--- src/rtl/nvram_upload_reader.sv ---
// nvram_upload_reader
//
// Upload (core -> HPS) side of the ioctl file channel. When the HPS opens an
// upload on UPLOAD_INDEX, the game core is paused and a window of game RAM
// (hiscore / NVRAM) is streamed out one byte per ioctl_rd strobe. ioctl_wait
// holds the HPS off until ioctl_din is valid for the next address.
//
// Ports
//   clk_sys       system clock, single domain
//   reset_n       asynchronous active-low reset
//   ioctl_upload  upload in progress (level from hps_io)
//   ioctl_index   file index of the transfer
//   ioctl_rd      strobe: HPS consumed ioctl_din for ioctl_addr
//   ioctl_addr    byte address of the current transfer
//   ioctl_din     byte presented to the HPS
//   ioctl_wait    high while ioctl_din is not yet valid
//   pause_req     halt request to the game CPU
//   pause_ack     core halted, RAM safe to read
//   ram_addr      RAM read address
//   ram_rd        RAM read request, held until ack or timeout
//   ram_ack       one-cycle ack, ram_data valid in the same cycle
//   ram_data      RAM read data
//   err           sticky timeout flag, cleared when the next upload starts
//
// state   | meaning
// --------+-----------------------------------------------------------
// S_IDLE  | no upload, core running, waiting for active to rise
// S_PAUSE | pause requested, waiting for pause_ack
// S_ISSUE | decide padding vs RAM read for next_addr
// S_FETCH | ram_rd held, waiting for ram_ack or timeout
// S_READY | ioctl_din valid, wait low, waiting for ioctl_rd

module nvram_upload_reader #(
    parameter logic [7:0] UPLOAD_INDEX = 8'd4,
    parameter int         AW           = 10,
    parameter logic [7:0] PAD          = 8'hFF,
    parameter int         TIMEOUT      = 16
) (
    input  logic          clk_sys,
    input  logic          reset_n,
    input  logic          ioctl_upload,
    input  logic [7:0]    ioctl_index,
    input  logic          ioctl_rd,
    input  logic [24:0]   ioctl_addr,
    output logic [7:0]    ioctl_din,
    output logic          ioctl_wait,
    output logic          pause_req,
    input  logic          pause_ack,
    output logic [AW-1:0] ram_addr,
    output logic          ram_rd,
    input  logic          ram_ack,
    input  logic [7:0]    ram_data,
    output logic          err
);

    typedef enum logic [2:0] {
        S_IDLE,
        S_PAUSE,
        S_ISSUE,
        S_FETCH,
        S_READY
    } state_t;

    localparam int             CW       = (TIMEOUT > 1) ? $clog2(TIMEOUT) : 1;
    localparam logic [CW-1:0]  TMO_LOAD = CW'(TIMEOUT - 1);
    // Window size as a 26-bit value so AW up to 25 compares correctly.
    localparam logic [25:0]    WIN_SIZE = 26'd1 << AW;

    state_t         state, state_n;
    logic           active, active_q;
    logic [24:0]    next_addr, next_addr_n;
    logic [CW-1:0]  tmo_cnt, tmo_cnt_n;
    logic           abort_pend, abort_pend_n;
    logic [7:0]     din_n;
    logic           wait_n, pause_n, ram_rd_n, err_n;
    logic [AW-1:0]  ram_addr_n;
    logic           out_of_range;

    assign active       = ioctl_upload & (ioctl_index == UPLOAD_INDEX);
    assign out_of_range = ({1'b0, next_addr} >= WIN_SIZE);

    always_ff @(posedge clk_sys or negedge reset_n) begin
        if (!reset_n) begin
            state      <= S_IDLE;
            active_q   <= 1'b0;
            next_addr  <= '0;
            tmo_cnt    <= '0;
            abort_pend <= 1'b0;
            ioctl_din  <= 8'h00;
            ioctl_wait <= 1'b0;
            pause_req  <= 1'b0;
            ram_addr   <= '0;
            ram_rd     <= 1'b0;
            err        <= 1'b0;
        end else begin
            state      <= state_n;
            active_q   <= active;
            next_addr  <= next_addr_n;
            tmo_cnt    <= tmo_cnt_n;
            abort_pend <= abort_pend_n;
            ioctl_din  <= din_n;
            ioctl_wait <= wait_n;
            pause_req  <= pause_n;
            ram_addr   <= ram_addr_n;
            ram_rd     <= ram_rd_n;
            err        <= err_n;
        end
    end

    always_comb begin
        state_n      = state;
        next_addr_n  = next_addr;
        tmo_cnt_n    = tmo_cnt;
        abort_pend_n = abort_pend;
        din_n        = ioctl_din;
        wait_n       = ioctl_wait;
        pause_n      = pause_req;
        ram_addr_n   = ram_addr;
        ram_rd_n     = ram_rd;
        err_n        = err;

        case (state)
            S_IDLE: begin
                if (active && !active_q) begin
                    pause_n      = 1'b1;
                    wait_n       = 1'b1;
                    err_n        = 1'b0;
                    next_addr_n  = '0;
                    abort_pend_n = 1'b0;
                    state_n      = S_PAUSE;
                end
            end

            S_PAUSE: begin
                if (!active) begin
                    pause_n = 1'b0;
                    wait_n  = 1'b0;
                    state_n = S_IDLE;
                end else if (pause_ack) begin
                    state_n = S_ISSUE;
                end
            end

            S_ISSUE: begin
                if (!active) begin
                    pause_n = 1'b0;
                    wait_n  = 1'b0;
                    state_n = S_IDLE;
                end else if (out_of_range) begin
                    din_n   = PAD;
                    wait_n  = 1'b0;
                    state_n = S_READY;
                end else begin
                    ram_addr_n = next_addr[AW-1:0];
                    ram_rd_n   = 1'b1;
                    tmo_cnt_n  = TMO_LOAD;
                    state_n    = S_FETCH;
                end
            end

            S_FETCH: begin
                // An upload that ends mid-read is remembered so the RAM
                // handshake still runs to completion before leaving.
                if (!active) begin
                    abort_pend_n = 1'b1;
                end
                if (ram_ack || (tmo_cnt == '0)) begin
                    ram_rd_n = 1'b0;
                    if (ram_ack) begin
                        din_n = ram_data;
                    end else begin
                        din_n = PAD;
                        err_n = 1'b1;
                    end
                    wait_n = 1'b0;
                    if (!active || abort_pend) begin
                        pause_n      = 1'b0;
                        abort_pend_n = 1'b0;
                        state_n      = S_IDLE;
                    end else begin
                        state_n = S_READY;
                    end
                end else begin
                    tmo_cnt_n = tmo_cnt - 1'b1;
                end
            end

            S_READY: begin
                if (!active) begin
                    pause_n = 1'b0;
                    wait_n  = 1'b0;
                    state_n = S_IDLE;
                end else if (ioctl_rd) begin
                    next_addr_n = ioctl_addr + 25'd1;
                    wait_n      = 1'b1;
                    state_n     = S_ISSUE;
                end
            end

            default: begin
                state_n = S_IDLE;
            end
        endcase
    end

endmodule

--- config.mk ---
export PLATFORM = sky130hd
export DESIGN_NAME = nvram_upload_reader
export DESIGN_NICKNAME = d
export VERILOG_FILES = /design/src/rtl/nvram_upload_reader.sv
export SDC_FILE = /design/constraint.sdc
export NUM_CORES = 1
export LEC_CHECK = 0
export ABC_AREA = 1
export BUFFER_PORTS_ARGS = -buffer_cell sky130_fd_sc_hd__buf_2
export CAP_MARGIN = 20
export CORE_MARGIN = 5
export CORE_UTILIZATION = 42
export CTS_CLUSTER_DIAMETER = 30
export CTS_CLUSTER_SIZE = 10
export DETAILED_ROUTE_END_ITERATION = 8
export PLACE_DENSITY = 0.71
export SYNTH_ARGS = -nofsm -noshare
export SYNTH_HDL_FRONTEND = slang
export SYNTH_SLANG_ARGS = --single-unit
--- constraint.sdc ---
create_clock -name clk_sys -period 2.99 [get_ports clk_sys]
set_input_delay 0.299 -clock clk_sys [delete_from_list [all_inputs] [get_ports clk_sys]]
set_output_delay 0.299 -clock clk_sys [all_outputs]
set_load 0.05 [all_outputs]
==> key figures <==
Yosys
  • Fraction of synthesized area in multiplexers: 0%
  • Count of unique library cells instantiated by Yosys: 38
  • Average cell area after synthesis: 7.44 um^2
  • Compound-Gate Fraction of Synth Area: 9.70%
  • XOR/XNOR share of the synthesized area: 3.52%
  • Commonest register cell after synthesis: sky130_fd_sc_hd__dfrtp_1
  • Leading post-synthesis cells by cell area: sky130_fd_sc_hd__dfrtp_1 43%, sky130_fd_sc_hd__nand2_1 13%, sky130_fd_sc_hd__nor2_1 8.6%
  • Number of cells produced by synthesis: 435
  • Adder-Cell Fraction of Synth Area: 0.773%
  • Count of flip-flops with a built-in enable after synthesis: 0
  • Register bit count reported by yosys: 56
  • Net count after synthesis: 484
  • Synth Warn #: 0
  • Share of synthesized flip-flops with an asynchronous set or reset: 100%
  • Share of the yosys chip area belonging to registers: 43.3%
  • Area of the mapped netlist: 3240 um^2
  • Cell type contributing the most total cell area after synthesis: sky130_fd_sc_hd__dfrtp_1
  • Area fraction in and, or, nand and nor cells after synthesis: 36.1%
  • Area share of the leading cell type in the synthesized netlist: 43.3%
  • Main combinational cell family by area after synthesis: simple AND/OR/NAND/NOR gates

Detailed routing
  • Wire per inst: 11.9 um
  • DR vias: 2951
  • WL final: 7240 um
  • Number of nets with antenna violations after detailed routing: 0
  • Ratio of routed vias to standard cells: 4.86
  • DRC violations left: 0
  • Number of design-rule violations left by the first detailed-router iteration: 110
  • First-pass DRT Iterations: 4

Final layout
  • Final nets: 554
  • Fill cell instance count of the final layout: 773
  • Fraction of layout instances using a drive strength above 1: 23.2%
  • Layout area overhead: 16.4%
  • Summed area of non-filler cells in the final layout: 3770 um^2
  • Number of antenna repair diodes: 0
  • Core utilization of the finished layout: 49.5%

CTS
  • Cell chosen for the clock root: sky130_fd_sc_hd__clkbuf_8
  • CTS sink cnt: 56
  • Number of H-tree levels: 2
  • Maximum number of buffers from clock root to sink: 2
  • Clock buffer count from CTS: 5
  • Setup Buffers After CTS: 0
  • Clock tree from TritonCTS: done
  • Clock network latency to the later pin of the worst-skew pair: 310 ps
  • Clk slew on worst S/H paths: 90 ps

Placement
  • Worst setup slack before clock tree synthesis: 931 ps
  • IO buf count: 68
  • Sum of net half-perimeters after detailed placement: 5790 um
  • Final weighted congestion of routability-driven global placement: 0.856
  • Standard cell area after detailed placement: 3660 um^2

Setup path
  • Required time of the critical path: 3180 ps
  • Count of cells along the worst register-to-register path: 10
  • Arrival @ worst endpoint: 1960 ps
  • Critical-path maximum fanout: 12
  • Category of the worst setup path launch point: flop
  • FF-to-FF End: tmo_cnt[3]
  • Critical register-to-register path startpoint: state[2]
  • WS Path Type: reg -> reg
  • Flop-to-flop setup slack: 1220 ps
  • Crit. End Element: flop
  • Critical path startpoint: state[2]

STA
  • Fin Clk Skew: 4.90 ps
  • RSZ-0062 raised after global routing: no
  • Setup_tns: 0 ps
  • Post-layout min period: 1770 ps
  • Final setup violation count: 0
  • Max-Slew Margin vs Limit: 64.9%
  • Max Slew Vio Count: 0
  • Worst Max-Slew Pin Slew: 527 ps
  • Post-route setup slack: 1220 ps
  • Period utilisation layout: 59.2%
  • Total count of hold-check failures in the final report: 0
  • Peak Freq: 565 MHz

Pwr
  • Pwr Density: 345 nW/um^2
  • Worst-case vdd ir drop: 185 uV
  • Total chip power: 1.30 mW
  • Total leakage power: 1.93 nW

Floorplanning
  • Die outline width: 97.8 um
  • Boundary Pins: 69
  • # rows: 32
  • Die Y: 97.8 um
  • Core area: 7610 um^2
  • Initial standard-cell utilization of the core: 42.5%
  • Total die area: 9560 um^2

Worst hold path
  • Hold Crit Start: ioctl_addr[0]
  • Worst-case hold path end point: next_addr[0]
  • Cells on Worst Hold Path: 2
  • Min-delay worst type: in -> reg

Global routing
  • GR met2 Demand/Resource: 26.3%
  • Overall overflow remaining after global route: 0
  • First-pass GRT wire length: 12800 um
  • Initial antenna violation count: 0
  • GR Layer Usage met3: 3.64%
  • Met1 track demand over resource in global routing: 20.8%
  • Overall fraction of global-route tracks in use: 15.9%
  • Vias in the first global route: 2903
  • Maximum number of pins on one net before global-route repair: 45
  • Most congested layer reported by global routing: met2

Outcome
  • Outcome: complete, no violations

Job
  • Max cap viols: 0
## Yosys cell counts (4+ instances only)
| cell | instances |
|---|---|
| sky130_fd_sc_hd__nand3_1 | 29 |
| sky130_fd_sc_hd__nand2_2 | 13 |
| sky130_fd_sc_hd__o21ai_2 | 10 |
| sky130_fd_sc_hd__xor2_1 | 9 |
| sky130_fd_sc_hd__o21ai_0 | 10 |
| sky130_fd_sc_hd__inv_1 | 39 |
| sky130_fd_sc_hd__nor2_2 | 5 |
| sky130_fd_sc_hd__xnor2_1 | 4 |
| sky130_fd_sc_hd__buf_2 | 4 |
| sky130_fd_sc_hd__o21bai_1 | 4 |
| sky130_fd_sc_hd__nor2_1 | 74 |
| sky130_fd_sc_hd__nor3_1 | 14 |
| sky130_fd_sc_hd__o21ai_1 | 13 |
| sky130_fd_sc_hd__dfrtp_1 | 56 |
| sky130_fd_sc_hd__nand2_1 | 116 |
| sky130_fd_sc_hd__inv_2 | 4 |
## final cells by class
| class | instances | area (um^2) | area share [%] |
|---|---|---|---|
| multi-input cells | 327 | 1620 | 43.0 |
| inverters | 44 | 165 | 4.38 |
| flip-flops and latches | 56 | 1400 | 37.2 |
| well taps | 102 | 128 | 3.39 |
| repair buffers | 71 | 373 | 9.89 |
| clock inverters | 2 | 12.5 | 0.332 |
| clock buffers | 5 | 68.8 | 1.83 |
## placed cells by master (no fill, tap or decap), drive strengths merged, types with 3 or more instances in the layout
master	Yosys	routed
o21bai	4	4
and2	3	3
nor3	14	14
dfrtp	56	56
xnor2	4	4
nand4	3	3
nor2	82	82
inv	43	43
o21ai	33	33
buf	6	70
nand2	129	129
xor2	9	9
clkbuf	2	5
nand3	30	30
## flip-flops by register name, indices dropped and copies added (netlist names)
signal / cells
abort_pend: 1
ram_rd: 1
ram_addr: 10
next_addr: 25
ioctl_wait: 1
err: 1
state: 3
pause_req: 1
ioctl_din: 8
tmo_cnt: 4
active_q: 1
## per-layer routing
layer / part of all wire [%] / vias to the layer above / wire [um]
li1: - / 1519 / -
met1: 48 / 1357 / 3470
met2: 46 / 67 / 3330
met3: 4.6 / 8 / 336
met4: 1.4 / 0 / 100
met5: 0 / - / 0
## power by group
part	internal [mW]	switching, mW
Sequential	0.762	0.00447
Clock	0.159	0.233
Combinational	0.0488	0.0925
## cells by family (layout without fill, tap and decap cells)
logic type,Yosys count,after routing
AO/OA/AOI/OAI,47,47
XOR/XNOR,13,13
adder cells (fa/ha/maj),2,2
buffers and inverters,52,122
flip-flops,56,56
AND/OR/NAND/NOR,265,265
## per-stage QoR
step | hold slack, ps | std cells
2_1_floorplan | 3.41 | 435
3_3_place_gp | 205 | 598
3_5_place_dp | 206 | 598
4_1_cts | 206 | 606
5_1_grt | 196 | 607
6_report | 214 | 607
## critical path, stage by stage (launching register included)
cell                      delay, ps
sky130_fd_sc_hd__dfrtp_1        490
sky130_fd_sc_hd__inv_2          100
sky130_fd_sc_hd__nand2_2         60
sky130_fd_sc_hd__nor2_2         220
sky130_fd_sc_hd__inv_2          180
sky130_fd_sc_hd__nor2_4         150
sky130_fd_sc_hd__inv_2           80
sky130_fd_sc_hd__nand2_1        130
sky130_fd_sc_hd__nand2_2        100
sky130_fd_sc_hd__nand2_1         60
sky130_fd_sc_hd__o21ai_1         70
## timing repair
action / 4_1_cts / 5_1_grt
hold buffers: 1 / 0
endpoints found under the hold margin: 12 / 0
gates resized for setup: 0 / 0
## worst max path at each step
stage               endpoint  depth (start not counted)  slack [ps]
2_1_floorplan    ram_addr[0]                          9        1560
3_3_place_gp   next_addr[12]                          7         980
3_5_place_dp   next_addr[12]                          7         930
4_1_cts        next_addr[12]                          7        1010
5_1_grt           tmo_cnt[3]                         10        1060
6_report          tmo_cnt[3]                         10        1220
(Power assumes the default switching activity.)
